--- src/rtl/sne_evt_stream_pkg.sv ---
// Shared types for the DP_GROUP event stream path: spike payload, packer FSM state, defaults.
// Latency: n/a (types and constants only).
// Backpressure: n/a.
package sne_evt_stream_pkg;

  // One spike as it travels on the event streams: source tag plus amplitude.
  typedef struct packed {
    logic [3:0] src;
    logic [7:0] amp;
  } spike_t;

  // Group packer FSM: collect spikes into lanes, then hold the beat until granted.
  typedef enum logic [0:0] {PK_FILL, PK_ISSUE} packer_state_t;

  // Idle cycles a partial group may sit before it is pushed out.
  localparam int unsigned PK_TIMEOUT_DEFAULT = 64;

  // Lanes per group beat.
  localparam int unsigned PK_DP_GROUP_DEFAULT = 16;

endpackage

--- src/rtl/evt_packer_idle_timer.sv ---
// Saturating idle counter for a partially filled group; pulses when the group has waited long enough.
// Latency: pulse is combinational from the registered count (same cycle as the TIMEOUT-th idle cycle).
// Backpressure: none; clr_i restarts the count, run_i gates counting. TIMEOUT==0 ties the pulse low.
module evt_packer_idle_timer #(
  parameter int unsigned TIMEOUT = 64
) (
  input  logic engine_clk_i,
  input  logic engine_rst_i,
  input  logic clr_i,
  input  logic run_i,
  output logic timeout_o
);

  if (TIMEOUT == 0) begin : g_no_timeout
    // Timeout disabled: no counter, the pulse never fires.
    logic unused_in;
    assign unused_in = engine_clk_i ^ engine_rst_i ^ clr_i ^ run_i;
    assign timeout_o = 1'b0;
  end else begin : g_timeout
    localparam int unsigned CW = (TIMEOUT > 1) ? $clog2(TIMEOUT) : 1;
    localparam logic [CW-1:0] LAST = CW'(TIMEOUT - 1);

    logic [CW-1:0] cnt;

    // Count idle cycles while a group is held; saturate at TIMEOUT-1, restart on clear.
    always_ff @(posedge engine_clk_i) begin
      if (engine_rst_i) begin
        cnt <= '0;
      end else if (clr_i) begin
        cnt <= '0;
      end else if (run_i && (cnt != LAST)) begin
        cnt <= cnt + CW'(1);
      end
    end

    // A clear in the same cycle (fresh accept or grant) suppresses the pulse.
    assign timeout_o = run_i & ~clr_i & (cnt == LAST);
  end

endmodule

--- src/rtl/evt_group_packer.sv ---
// Packs a serial spike stream (spike + lane per beat) into one DP_GROUP-wide group beat for the event mapper.
// Latency: group visible the cycle after its trigger (collision/full/flush/timeout); completes on first grant cycle.
// Backpressure: evt_in_ready_o drops on an occupied lane or while a group is held; beat holds until spike_grant_i.
// Optional: define SNE_EVT_PACKER_STATS_EN for group/spike counters on stat_groups_o / stat_evts_o.
module evt_group_packer
  import sne_evt_stream_pkg::*;
#(
  parameter int unsigned DP_GROUP = PK_DP_GROUP_DEFAULT,
  parameter int unsigned TIMEOUT  = PK_TIMEOUT_DEFAULT,
  parameter int unsigned CNT_W    = 32,
  localparam int unsigned LANE_W  = $clog2(DP_GROUP)
) (
  input  logic                        engine_clk_i,
  input  logic                        engine_rst_i,
  input  logic                        evt_in_valid_i,
  output logic                        evt_in_ready_o,
  input  spike_t                      evt_in_spike_i,
  input  logic [LANE_W-1:0]           evt_in_lane_i,
  input  logic                        flush_i,
  output logic [DP_GROUP-1:0]         evt_valid_o,
  output spike_t [DP_GROUP-1:0]       evt_spike_o,
  input  logic                        spike_grant_i,
  output logic                        busy_o,
  output logic [CNT_W-1:0]            stat_groups_o,
  output logic [CNT_W-1:0]            stat_evts_o
);

  packer_state_t         state;
  logic [DP_GROUP-1:0]   occ;
  logic [DP_GROUP-1:0]   occ_nxt;
  logic [DP_GROUP-1:0]   lane_oh;
  logic [DP_GROUP-1:0]   issue_mask;
  spike_t [DP_GROUP-1:0] payload;
  logic                  flush_pend;

  logic in_fill;
  logic lane_ok;
  logic lane_busy;
  logic accept;
  logic collision;
  logic trig;
  logic go_issue;
  logic grant_fire;
  logic timeout;

  // Decode the target lane and derive accept / collision / issue decisions for this cycle.
  always_comb begin
    in_fill   = (state == PK_FILL);
    // Out-of-range lanes only exist for non power-of-2 groups; such spikes are swallowed.
    lane_ok   = (32'(evt_in_lane_i) < DP_GROUP);
    lane_oh   = '0;
    if (lane_ok) begin
      lane_oh[evt_in_lane_i] = 1'b1;
    end
    lane_busy      = |(occ & lane_oh);
    evt_in_ready_o = in_fill & ~lane_busy;
    accept         = evt_in_valid_i & evt_in_ready_o;
    collision      = in_fill & evt_in_valid_i & lane_busy;
    occ_nxt        = occ | (accept ? lane_oh : '0);
    trig           = collision | (&occ_nxt) | flush_i | flush_pend | timeout;
    // Never issue an empty beat: flush/timeout with nothing held is a no-op.
    go_issue       = in_fill & (|occ_nxt) & trig;
    grant_fire     = ~in_fill & spike_grant_i;
  end

  evt_packer_idle_timer #(
    .TIMEOUT (TIMEOUT)
  ) u_idle_timer (
    .engine_clk_i (engine_clk_i),
    .engine_rst_i (engine_rst_i),
    .clr_i        (accept | grant_fire),
    .run_i        (|occ),
    .timeout_o    (timeout)
  );

  // Packer FSM: fill lanes, then hold the group until the mapper grants it.
  always_ff @(posedge engine_clk_i) begin
    if (engine_rst_i) begin
      state      <= PK_FILL;
      occ        <= '0;
      flush_pend <= 1'b0;
    end else begin
      case (state)
        PK_FILL: begin
          occ <= occ_nxt;
          if (go_issue) begin
            state      <= PK_ISSUE;
            // The pending flush is consumed by the group now being issued.
            flush_pend <= 1'b0;
          end
        end
        PK_ISSUE: begin
          // A flush seen while holding a beat targets the next group.
          if (flush_i) begin
            flush_pend <= 1'b1;
          end
          if (spike_grant_i) begin
            occ   <= '0;
            state <= PK_FILL;
          end
        end
        default: begin
          state <= PK_FILL;
          occ   <= '0;
        end
      endcase
    end
  end

  // Capture accepted spikes into their lane slot.
  always_ff @(posedge engine_clk_i) begin
    if (engine_rst_i) begin
      payload <= '0;
    end else if (accept && lane_ok) begin
      payload[evt_in_lane_i] <= evt_in_spike_i;
    end
  end

  // Present the held group only in ISSUE; unoccupied lanes read as zero.
  always_comb begin
    issue_mask = (state == PK_ISSUE) ? occ : '0;
    evt_valid_o = issue_mask;
    for (int i = 0; i < int'(DP_GROUP); i++) begin
      evt_spike_o[i] = issue_mask[i] ? payload[i] : '0;
    end
  end

  assign busy_o = (|occ) | flush_pend;

`ifdef SNE_EVT_PACKER_STATS_EN
  logic [CNT_W-1:0] groups_q;
  logic [CNT_W-1:0] evts_q;

  // Free-running wrap-around counters of granted groups and accepted spikes.
  always_ff @(posedge engine_clk_i) begin
    if (engine_rst_i) begin
      groups_q <= '0;
      evts_q   <= '0;
    end else begin
      if (grant_fire) begin
        groups_q <= groups_q + CNT_W'(1);
      end
      if (accept) begin
        evts_q <= evts_q + CNT_W'(1);
      end
    end
  end

  assign stat_groups_o = groups_q;
  assign stat_evts_o   = evts_q;
`else
  assign stat_groups_o = '0;
  assign stat_evts_o   = '0;
`endif

endmodule

--- config.mk ---
export PLATFORM = sky130hd
export DESIGN_NAME = evt_group_packer
export DESIGN_NICKNAME = d
export VERILOG_FILES = /design/src/rtl/sne_evt_stream_pkg.sv /design/src/rtl/evt_packer_idle_timer.sv /design/src/rtl/evt_group_packer.sv
export SDC_FILE = /design/constraint.sdc
export NUM_CORES = 1
export LEC_CHECK = 0
export CAP_MARGIN = 20
export CELL_PAD_IN_SITES_DETAIL_PLACEMENT = 0
export CELL_PAD_IN_SITES_GLOBAL_PLACEMENT = 1
export CORE_UTILIZATION = 25
export DETAILED_ROUTE_END_ITERATION = 12
export PLACE_DENSITY_LB_ADDON = 0.3
export SYNTH_ARGS = -nofsm -noshare
export SYNTH_HDL_FRONTEND = slang
export SYNTH_HIERARCHICAL = 1
export SYNTH_SLANG_ARGS = --single-unit
--- constraint.sdc ---
create_clock -name engine_clk_i -period 4.9 [get_ports engine_clk_i]
set_input_delay 0.98 -clock engine_clk_i [delete_from_list [all_inputs] [get_ports engine_clk_i]]
set_output_delay 0.98 -clock engine_clk_i [all_outputs]
set_load 0.01 [all_outputs]
== After elaboration in Yosys (flattened, before gate mapping) ==
Index checks and enable logic that the tools add are counted.

* Memories kept: 0
* Memory bits (read-only): 0
* Output and inout port bits: 274
* Latch bits: 0
* Input port bits: 21
* Logic and storage cells: 103
* Bits in writable memories: 0
* Register bits: 216

* $mul: 0
* Add/sub/neg operators: 1
* Magnitude comparators: 2
* Reduce and logical (&&, ||, !) cells: 8
* Shift operators: 0
* Bitwise logic cells: 20
* Equal/unequal tests: 5
* Div/mod/pow operators: 0
* Mux-type cells: 31

{| class="wikitable"
|+ Operators by type and width
! kind !! count
|-
| two-way mux 12 bit || 17
|-
| bitwise mux 192 bit || 1
|-
| demux 12 bit (select 4 bit) || 1
|-
| two-way mux 16 bit || 3
|-
| OR reduction 16 bit || 3
|-
| case mux 16 bit (2 select lines) || 1
|-
| AND 16 bit || 1
|-
| OR 16 bit || 1
|-
| AND reduction 16 bit || 1
|-
| AND 1 bit || 9
|-
| adder 6 x 1 -> 6 bit, second input constant || 1
|-
| equality test 6 bit, second input constant || 1
|-
| != test 6 bit, second input constant || 1
|-
| OR 1 bit || 6
|-
| less-than comparator 4 x 5 -> 1 bit, second input constant || 1
|-
| two-way mux 1 bit || 5
|-
| demux 1 bit (select 4 bit) || 1
|-
| greater-or-equal comparator 4 x 1 -> 1 bit, second input constant || 1
|-
| != test 2 bit, second input constant || 2
|-
| case mux 1 bit (2 select lines) || 2
|-
| NOT 1 bit || 3
|-
| logical AND 1 bit || 2
|-
| != test 2 x 1 -> 1 bit, second input constant || 1
|-
| AND reduction 2 bit || 1
|-
| OR reduction 2 bit || 1
|}

== Longest topological paths before layout ==
* Word-level depth: 19
* Gate-level depth with buffers: 10
* Depth with buffers taken out: 9

== Modules after synthesis ==
Netlist, hierarchy kept.

{| class="wikitable"
|+ Modules (own cells, without submodules)
! module !! cells an instance !! instances !! area each (µm²)
|-
| evt_group_packer || 1,085 || 1 || 9,774.4
|-
| evt_packer_idle_timer || 34 || 1 || 289.0
|}

== Least setup slack after synthesis ==
Ideal clock, no wire load.

* Path type: input to output
* Start: input port evt_in_lane_i[0]
* End: output port evt_in_ready_o
* Path slack: 1.593 ns
* Data required time: 3.920 ns
* Arrival: 2.327 ns
* Cell stages on the path: 6
* Cells stage by stage: buf_2 or3b_2 o211ai_1 o211ai_1 o21ai_1 nor2_1

* Longest elaborated chain between the ends: 8
* Elaborated cells between the ends (all ways): 9
* Those cells by class: order compare: 2; mux: 2; bitwise: 3; reduce/logical: 2

{| class="wikitable"
|+ RTL lines
! element !! RTL line !! source
|-
| start, declared || evt_group_packer.sv:18 || <nowiki>input logic [LANE_W-1:0] evt_in_lane_i,</nowiki>
|-
| less-than comparator 4 x 5 -> 1 bit (not written as such) / greater-or-equal comparator 4 x 1 -> 1 bit (equally long branches) || evt_group_packer.sv:53 || <nowiki>lane_oh[evt_in_lane_i] = 1'b1;</nowiki>
|-
| logical AND 1 bit (not written as such) || evt_group_packer.sv:53 ||
|-
| two-way mux 1 bit (not written as such) || evt_group_packer.sv:53 ||
|-
| demux 1 bit (select 4 bit) (*) || evt_group_packer.sv:53 ||
|-
| AND 16 bit (*) || evt_group_packer.sv:55 || <nowiki>lane_busy = |(occ & lane_oh);</nowiki>
|-
| OR reduction 16 bit (*) || evt_group_packer.sv:55 ||
|-
| NOT 1 bit (*) || evt_group_packer.sv:56 || <nowiki>evt_in_ready_o = in_fill & ~lane_busy;</nowiki>
|-
| AND 1 bit (*) || evt_group_packer.sv:56 ||
|-
| end, declared || evt_group_packer.sv:16 || <nowiki>output logic evt_in_ready_o,</nowiki>
|}

Mark *: on every way between the ends. The rest lies on a longest branch, timed or not.

== Worst setup path in the final report ==
Same ends and word-level chain as after synthesis.

==> run summary <==
• finished, final reports clean — run status
• 8103 — number of global-route vias before repair
• 1330 — final-stage net count
• output port — capturing element type of the critical path
• 10.4 ps — post-route clock skew
• 26 — number of buffers created by CTS
• 0% — async set-or-reset flop fraction in the synthesized netlist
• 0 — number of antenna violations at the first check in global routing
• 10100 um^2 — combined area of all synthesized cells
• 4 — DRT Pass-1 Iters
• 0 — Setup Buffers After CTS
• nor2_1, dfxtp_1, mux2i_1, and3_1, clkbuf_1 — commonest cells in the netlist
• 216 — number of synthesized register bits
• 0 — Antenna Violating Nets Remaining
• 1 — number of H-tree branching levels
• 39700 um^2 — placeable core region
• 3920 ps — Critical Path RT
• 4.29 mW — total chip power
• 230 — number of buffers inserted by port buffering
• 0 — Final Slew Violations
• 0 ps — total negative setup slack
• 216 — clk sink count
• 16.6% — combined global-route utilization of all metal layers
• in -> out — Worst Setup Path Type
• 530 ps — insertion delay of the later-clocked pin in the worst-skew pair
• 216 MHz — fmax
• 57 — unique cell type count in the Yosys netlist
• 29.6% — slew margin rel.
• compound AO/OA/AOI/OAI gates — Largest delay share family, worst path
• nor2_1 — dominant cell by count in the synthesized netlist
• 3650 ps — worst path arrival time
• 4630 ps — post-route minimum period
• 73 — cell row count
• clkdlybuf4s50_1 > o311ai_1 > o211ai_1 > o21ai_1 > nor2_1 > clkdlybuf4s50_1 — cell breakdown of the critical path
• 0 — CTS hold repair buffers
• 8375 — vias after detailed routing
• 0 — max_cap viols
• 94.5% — Final period util
• 0 — Final Setup Violations
• dfxtp_1 — Most used DFF post-synth
• 43.0% — portion of synthesized cell area occupied by the leading cell type
• no — RSZ-0062 raised after global routing
• 4132 — Layout fillers
• 43.0% — proportion of synthesized chip area in sequential cells
• 6.03 nW — leakage dissipation
• 6 — count of warnings emitted by yosys
• clkdlybuf4s50_1 — cell seen most often among critical-path stages
• input pin — CP startpoint kind
• 203 um — Die H
• 111 — pin count of the biggest net entering global routing
• 23100 um — placed wire-length estimate after detailed placement
• dfxtp_1, mux2i_1, and3_1 — leading cell types by total area after synthesis
• met2 — most used routing layer in global routing
• 3 — Clock Path Buffers
• 52600 um — global-route wire length before repair
• 0 — total of cells resized after clock tree synthesis
• 311 ps — worst setup timing slack at the placement stage
• 34.4% — final cell utilization of the core
• 221 uV — worst supply voltage drop on vdd
• 11 — worst-path maximum fanout
• 1050 ps — Worst Tran Pin Value
• 35.7% — area grow syn2layout
• 203 um — die width
• 7.23% — ratio of cells with drive above 1 in the final layout
• 8.99 um^2 — syn avg cell area
• 2 — WP buf/inv
• 19.0 um — final routed wire length divided by cell count
• dfxtp_1 — leading area contributor after synthesis
• built — clock tree from TritonCTS
• 60 ps — clock transition at the registers of the reported paths
• 0 — count of unresolved DRC violations after routing
• 0 — Fin. Hold Viols
• 25.3% — initial cell density of the core
• 22.6% — global-route track usage on met1
• 295 — I/O pin count
• o311ai_1 — slowest stage cell, crit path
• 0 — gr ovfl total
• 269 ps — final worst slack
• 0.863 — GP Congestion
• 314 nW/um^2 — power density cells
• 495 — initial DRC count
• 3.37% — global-route met3 utilization
• 27.4% — met2 usage
• 820 ps — worst stage delay on the critical path
• 35200 um — Total Wirelength
• 4.52 — detail-routed via count per cell
• clkbuf_16 — CTS root buf
• 0 — number of flops mapped to enable cells by yosys
• 1119 — synthesized netlist cell count
• reg -> reg — min-delay worst type
• 41100 um^2 — die area
## cell type report
cell class	instances	area (um^2)	share of cell area [%]
well taps	525	657	4.81
flip-flops and latches	216	4330	31.7
multi-input cells	796	5110	37.5
clock inverters	13	218	1.59
clock buffers	35	756	5.53
repair buffers	259	2550	18.6
inverters	9	33.8	0.247
diodes	1	2.50	0.0183
## state kept, by name, summed over array words and instances, names as in the netlist
signal                      flops
flush_pend                      1
occ                            16
payload                       192
state                           1
u_idle_timer/g_timeout.cnt      6
## worst reg2reg max path, stage by stage, from the launching register on
cell	delay [ps]
dfxtp_1	720
inv_1	160
o311ai_1	780
o211ai_1	360
o21ai_1	260
buf_4	190
o21ai_0	160
nor3_1	210
or4_1	140
a21oi_1	70
a221oi_1	260
## layer usage
metal,share of wire (%),vias up
met5,0,-
met4,1.3,0
met3,5.3,37
met2,46,212
met1,47,4033
li1,-,4093
## stage by stage
| step | hold slack, ps | instances | area (um^2) |
|---|---|---|---|
| after CTS | 487 | 1852 | 13600 |
| after global routing | 502 | 1853 | 13700 |
| after global placement | 464 | 1803 | 12600 |
| after detailed placement | 470 | 1804 | 12700 |
| final | 480 | 1854 | 13700 |
| after floorplan | 452 | 1182 | 10300 |
## cell usage in the layout (no fill, tap or decap), types with 2 or more instances in the layout
cell             instances
o211ai_1                 3
a211oi_2                 2
a21oi_2                  6
nor3_2                   2
a21o_1                   2
nand3_1                  6
a2111oi_4                2
a211o_1                  2
a22oi_1                  2
nor2b_1                  4
nand4_1                  3
clkbuf_16               28
buf_4                   27
nor2_1                 225
clkdlybuf4s50_1        229
bufinv_16                6
mux2i_1                196
a21oi_1                 12
clkbuf_8                 5
dfxtp_1                215
o21ai_0                  3
nor4_1                   4
clkinv_2                 6
clkbuf_1                 3
and3_1                 193
inv_1                    8
a221oi_2                 2
conb_1                  64
nor3_1                   5
nand2_1                 14
o2111ai_2                2
nand2b_1                 6
a31oi_1                  2
and2_1                   9
## path summary, 6_finish.rpt
kind / slack (ps) / start / cells past startpoint / endpoint
setup / recovery: 270 / evt_in_lane_i[0] / 6 / evt_in_ready_o
hold / removal: 480 / payload[139] / 2 / payload[139]
setup reg to reg: 1490 / occ[2] / 10 / state
hold reg to reg: 480 / payload[139] / 2 / payload[139]
## power by group
group	switching [mW]	total, mW	leakage, nW	internal [mW]
combinational	0.208	0.287	3.81	0.0795
sequential	0.0516	1.83	1.74	1.78
clock	0.789	2.18	0.481	1.39
## cell families (layout without fill, tap and decap cells)
group                      count (synthesis)  after routing  share of synthesized area, %
DFF                                      216            216                          43.0
buffers and inverters                    170            316                          9.05
other                                      1             65                        0.0373
muxes                                    196            196                          19.5
adders and majority gates                  1              1                         0.124
AOI/OAI and AO/OA                         53             53                          4.04
and+or+nand+nor                          482            482                          24.3
Note: power is estimated with default switching activity, not from simulation.
